**config.mk**
```make
export PLATFORM = sky130hd
export DESIGN_NAME = classificar_ativo_paralelo
export DESIGN_NICKNAME = d
export VERILOG_FILES = /design/src/rtl/classificar_ativo_paralelo.sv
export SDC_FILE = /design/constraint.sdc
export NUM_CORES = 1
export LEC_CHECK = 0
export CAP_MARGIN = 20
export CORE_UTILIZATION = 35
export CTS_BUF_LIST = sky130_fd_sc_hd__clkbuf_4
export DETAILED_ROUTE_END_ITERATION = 10
export GPL_TIMING_DRIVEN = 0
export PLACE_DENSITY_LB_ADDON = 0.1
export SLEW_MARGIN = 10
export SYNTH_ARGS = -nofsm -noshare
export SYNTH_HDL_FRONTEND = slang
export SYNTH_SLANG_ARGS = --single-unit
```
**constraint.sdc**
```tcl
create_clock -name clk -period 29.7 [get_ports clk]
set_input_delay 2.97 -clock clk [delete_from_list [all_inputs] [get_ports clk]]
set_output_delay 2.97 -clock clk [all_outputs]
set_load 0.05 [all_outputs]
```
**src/rtl/classificar_ativo_paralelo.sv**
```systemverilog
// Active-node classifier: snapshots the node array on start, then reduces LANES nodes per cycle
// to the min or max criterion among active nodes, reporting value, index and a ready pulse.
module classificar_ativo_paralelo #(
    parameter int unsigned NUM_NA         = 8,
    parameter int unsigned CRITERIO_WIDTH = 5,
    parameter int unsigned LANES          = 2,
    localparam int unsigned IDX_WIDTH     = $clog2(NUM_NA)
) (
    input  logic                               clk,
    input  logic                               rst_n,
    input  logic                               aa_atualizar_in,
    input  logic                               modo_max_in,
    input  logic [NUM_NA-1:0]                  na_ativo_in,
    input  logic [NUM_NA*CRITERIO_WIDTH-1:0]   na_criterio_in,
    output logic                               ca_ocupado_o,
    output logic                               ca_pronto_o,
    output logic                               ca_valido_o,
    output logic [CRITERIO_WIDTH-1:0]          ca_criterio_geral_out,
    output logic [IDX_WIDTH-1:0]               ca_indice_out
);

    localparam int unsigned PASSES = (NUM_NA + LANES - 1) / LANES;
    localparam int unsigned PW     = (PASSES > 1) ? $clog2(PASSES) : 1;
    localparam int unsigned NPAD   = PASSES * LANES;

    typedef enum logic [0:0] {StIdle, StScan} estado_t;

    estado_t                            r_estado, w_estado_d;
    logic [NUM_NA-1:0]                  r_ativo;
    logic [NUM_NA*CRITERIO_WIDTH-1:0]   r_criterio;
    logic                               r_modo_max;
    logic [PW-1:0]                      r_passo;
    logic                               r_acc_ok;
    logic [CRITERIO_WIDTH-1:0]          r_acc_crit;
    logic [IDX_WIDTH-1:0]               r_acc_idx;
    logic                               r_pronto;
    logic                               r_valido;
    logic [CRITERIO_WIDTH-1:0]          r_crit_out;
    logic [IDX_WIDTH-1:0]               r_idx_out;

    logic [NPAD-1:0]                    w_ativo_pad;
    logic [CRITERIO_WIDTH-1:0]          w_crit_pad [NPAD];
    logic                               w_cand_ok;
    logic [CRITERIO_WIDTH-1:0]          w_cand_crit;
    logic [IDX_WIDTH-1:0]               w_cand_idx;
    logic                               w_substitui;
    logic                               w_ultimo;
    logic                               w_final_ok;
    logic [CRITERIO_WIDTH-1:0]          w_final_crit;
    logic [IDX_WIDTH-1:0]               w_final_idx;

    // Pad the snapshot to a whole number of lane groups; padding is permanently inactive.
    for (genvar i = 0; i < NPAD; i++) begin : g_pad
        if (i < NUM_NA) begin : g_no
            assign w_ativo_pad[i] = r_ativo[i];
            assign w_crit_pad[i]  = r_criterio[CRITERIO_WIDTH*i +: CRITERIO_WIDTH];
        end else begin : g_vazio
            assign w_ativo_pad[i] = 1'b0;
            assign w_crit_pad[i]  = '0;
        end
    end

    // Lanes are visited in ascending index with a strict compare, so ties keep the lowest index.
    always_comb begin
        w_cand_ok   = 1'b0;
        w_cand_crit = '0;
        w_cand_idx  = '0;
        for (int g = 0; g < int'(PASSES); g++) begin
            if (r_passo == PW'(g)) begin
                for (int l = 0; l < int'(LANES); l++) begin
                    if (w_ativo_pad[g*LANES+l] &&
                        (!w_cand_ok ||
                         (r_modo_max ? (w_crit_pad[g*LANES+l] > w_cand_crit)
                                     : (w_crit_pad[g*LANES+l] < w_cand_crit)))) begin
                        w_cand_ok   = 1'b1;
                        w_cand_crit = w_crit_pad[g*LANES+l];
                        w_cand_idx  = IDX_WIDTH'(g*LANES+l);
                    end
                end
            end
        end
    end

    always_comb begin
        w_substitui  = w_cand_ok &&
                       (!r_acc_ok ||
                        (r_modo_max ? (w_cand_crit > r_acc_crit) : (w_cand_crit < r_acc_crit)));
        w_ultimo     = (r_passo == PW'(PASSES - 1));
        w_final_ok   = w_substitui ? 1'b1        : r_acc_ok;
        w_final_crit = w_substitui ? w_cand_crit : r_acc_crit;
        w_final_idx  = w_substitui ? w_cand_idx  : r_acc_idx;
    end

    always_comb begin
        w_estado_d = r_estado;
        unique case (r_estado)
            StIdle: if (aa_atualizar_in) w_estado_d = StScan;
            StScan: begin
                if (aa_atualizar_in) begin
                    w_estado_d = StScan;
                end else if (w_ultimo) begin
                    w_estado_d = StIdle;
                end
            end
            default: w_estado_d = StIdle;
        endcase
    end

    always_ff @(posedge clk or negedge rst_n) begin
        if (!rst_n) begin
            r_estado <= StIdle;
        end else begin
            r_estado <= w_estado_d;
        end
    end

    // A start on any edge takes priority, which also discards an in-flight or completing scan.
    always_ff @(posedge clk or negedge rst_n) begin
        if (!rst_n) begin
            r_ativo    <= '0;
            r_criterio <= '0;
            r_modo_max <= 1'b0;
            r_passo    <= '0;
            r_acc_ok   <= 1'b0;
            r_acc_crit <= '0;
            r_acc_idx  <= '0;
            r_pronto   <= 1'b0;
            r_valido   <= 1'b0;
            r_crit_out <= '1;
            r_idx_out  <= '0;
        end else begin
            r_pronto <= 1'b0;
            if (aa_atualizar_in) begin
                r_ativo    <= na_ativo_in;
                r_criterio <= na_criterio_in;
                r_modo_max <= modo_max_in;
                r_passo    <= '0;
                r_acc_ok   <= 1'b0;
                r_acc_crit <= '0;
                r_acc_idx  <= '0;
            end else if (r_estado == StScan) begin
                if (w_ultimo) begin
                    r_pronto   <= 1'b1;
                    r_valido   <= w_final_ok;
                    r_crit_out <= w_final_ok ? w_final_crit : (r_modo_max ? '0 : '1);
                    r_idx_out  <= w_final_ok ? w_final_idx : '0;
                end else begin
                    r_passo    <= r_passo + PW'(1);
                    r_acc_ok   <= w_final_ok;
                    r_acc_crit <= w_final_crit;
                    r_acc_idx  <= w_final_idx;
                end
            end
        end
    end

    assign ca_ocupado_o          = (r_estado == StScan);
    assign ca_pronto_o           = r_pronto;
    assign ca_valido_o           = r_valido;
    assign ca_criterio_geral_out = r_crit_out;
    assign ca_indice_out         = r_idx_out;

endmodule

```
==> reports/results.ini <==
[outcome]
status = complete, no violations

[floorplan]
core_region_area_um2 = 13300
initial_core_util_pct = 36.1
rows = 42
io_pins = 63
die-area_um2 = 14200
die_height_um = 119
die_w_um = 119

[yosys]
synth_flop_cell = dfrtp_1
async_flop_share_pct = 100
synth-edff-count = 0
synth_area_um2 = 4820
syn_avg_cell_area_um2 = 9.52
synth_common_cells = dfrtp_1, nand2_1, ha_1
synthTopCellsByArea = dfrtp_1, ha_1, mux2_2
yosysTopAreaCellShare_pct = 34.3
synth_nets = 602
yosysWarnings = 0
ys_ff_latch = 71
ys_seq_area_share_pct = 37.0
syn_inst = 506
synth_cell_types = 68
synth_top_area_cell = dfrtp_1
synth.most_common_cell = dfrtp_1

[placement]
io_buffers = 61
dp_hpwl_um = 10400
gp_congestion = 0.846
dp.cells = 744
place_area_um2 = 5680

[finish]
antenna_cells = 0
layout-drive-gt1-share_pct = 14.2
fin_area_um2 = 5810
layout.nets = 676
n_fill_cell = 1388
final-seq-area_um2 = 1780
area_delta_synth_final_pct = 20.6
multiInputGateArea_um2 = 2820
final_core_util_pct = 43.5
stdcell_count = 761

[timing]
setup_tns_ns = 0
rsz0062_at_grt = false
timing.final.crit_share_pct = 55.1
max_freq_mhz = 61.1
clock-skew-final_ns = 0.0232
tightest_slew_ns = 0.702
slew_headroom_pct = 52.8
finalSetupViolations = 0
post-route-min-period_ns = 16.36
finalHoldViolations = 0
timing.final.max_slew_violations = 0

[hold_path]
hold_depth = 2
hold_class = flop to flop
hold_end = ca_valido_o
min-delay-start = ca_valido_o

[power]
switching_share_pct = 47.2
pwr-share-clk_pct = 12.6
peakVddDrop_mv = 0.0257
leakage_nw = 2.48
cellPowerDensity_nw_per_um2 = 84.6
p_seq_share_pct = 26.3
internal-power_mw = 0.260
p_sw_mw = 0.232
combPwrFrac_pct = 61.2

[clock_tree]
cts_resized = 0
clk_latency_ns = 0.46
cts_num_sinks = 71
cts_buffer_depth = 2
clock-root-buffer = clkbuf_4
postCtsHoldBufs = 0
postCtsSetupRepairBufs = 0
clk_pin_slew_worst_paths_ns = 0.13
htreeDepth = 3
cts_buffers = 9
cts_tree = built

[worst_setup_path]
end_kind = flop
reg2regPathDepth = 65
rrSetupSlack_ns = 13.34
cp_common_cell = ha_1
crit_slowest_cell = o31ai_1
crit-reg2reg-launch = r_ativo[0]
crit_type = flop to flop
cp.arrival_ns = 16.69
start_kind = flop
worstPathRequired_ns = 30.04
critPathMaxStageDelay_ns = 0.62
cp_max_fo = 10
timing.rr.end = r_acc_crit[3]

[grt]
gr-usage-met2_pct = 34.6
grt_antenna_before_repair = 0
grt_overflow = 0
grt_util_met3_pct = 4.45
busiest_layer = met2
grtUsageTotal_pct = 19.5
grt_pass1_vias = 4086
grt_max_degree = 41
grt_util_met1_pct = 24.0
grt_pass1_wl_um = 21300

[route]
ant_nets = 0
avgViaCountPerCell = 5.44
route.detailed.drc = 0
dr_total_vias = 4140
routed_wl_um = 13200
drtIter0Drc = 190
dr.pass1.iters = 4
wl_per_cell_um = 17.3

[run]
max_cap_viol_count = 0

-- metal layers --
| layer | wire [um] | vias up | share of wire [%] |
|---|---|---|---|
| met3 | 510 | 8 | 3.9 |
| met4 | 106 | 0 | 0.81 |
| li1 | - | 2023 | - |
| met1 | 6020 | 2014 | 46 |
| met5 | 0 | - | 0 |
| met2 | 6520 | 95 | 50 |
-- stage by stage --
stage | hold slack (ns) | worst slack, ns | power, mW
2_1_floorplan | 0.473 | 15.97 | 0.345
3_3_place_gp | 0.464 | 13.48 | 0.422
3_5_place_dp | 0.473 | 13.22 | 0.429
4_1_cts | 0.498 | 13.17 | 0.493
5_1_grt | 0.522 | 12.22 | 0.534
6_report | 0.486 | 13.34 | 0.492
-- worst max path at each step --
stage | depth (start not counted) | slack (ns) | endpoint | startpoint
finish | 65 | 13.34 | r_acc_crit[3] | r_ativo[0]
global route | 65 | 12.22 | r_acc_crit[3] | r_ativo[0]
detailed placement | 64 | 13.22 | r_acc_crit[3] | r_ativo[0]
CTS | 64 | 13.17 | r_acc_crit[3] | r_ativo[0]
floorplan | 64 | 15.97 | r_acc_crit[3] | r_ativo[0]
global placement | 64 | 13.48 | r_acc_crit[3] | r_ativo[0]
-- area by class of cell --
class                   count  share of cell area (%)
plain buffers              18                    1.23
clock buffers               9                    1.16
clock inverters             7                    1.10
inverters                  38                    2.45
multi-input cells         379                    48.6
flip-flops and latches     71                    30.7
well taps                 176                    3.79
repair buffers             63                    11.0
-- state kept, by name, summed over array words and instances, names as in the netlist --
signal                 flops
ca_pronto_o                1
ca_valido_o                1
r_acc_crit                 5
r_criterio                40
r_acc_ok                   1
r_ativo                    8
r_modo_max                 1
ca_criterio_geral_out      5
r_passo                    2
ca_ocupado_o               1
ca_indice_out              3
r_acc_idx                  3
-- layout by cell type, fill, tap and decap left out, drive strengths merged, types with 3 or more instances in the layout --
cell type and n:
a211oi 8, a21oi 27, a221o 4, a221oi 3, a22o 9, a31oi 3
and2 4, and3 9, buf 5, clkbuf 25, clkdlybuf4s50 60, clkinv 6
dfrtp 66, dfstp 5, ha 44, inv 37, mux2 42, mux2i 6
nand2 49, nand3 20, nor2 31, nor2b 7, nor3b 4, o211ai 3
o21a 8, o21ai 40, o21bai 3, o311ai 3, o31a 4, o31ai 11
-- worst max-delay path: cells and delay by family (launching register included) --
family,cells,cell delay (ns)
adders and majority gates,8,2.38
muxes,4,0.99
AOI/OAI and AO/OA,31,8.73
buffers and inverters,8,1.63
DFF,1,0.39
and+or+nand+nor,14,2.06
-- power by group through the flow --
stage,Sequential [mW],Combinational (mW),Clock [mW]
2_1_floorplan,0.146,0.199,0
3_3_place_gp,0.131,0.291,0
3_5_place_dp,0.131,0.298,0
4_1_cts,0.129,0.299,0.0649
5_1_grt,0.132,0.334,0.0690
6_report,0.129,0.301,0.0618
-- cells by family after synthesis --
family,after synthesis,synth area share (%)
buffers and inverters,56,4.44
AND/OR/NAND/NOR,136,13.6
flip-flops,71,37.0
multiplexers,48,11.1
XOR/XNOR,1,0.182
AO/OA/AOI/OAI,150,22.3
adder cells (fa/ha/maj),44,11.4
Note: power is estimated with default switching activity, not from simulation.
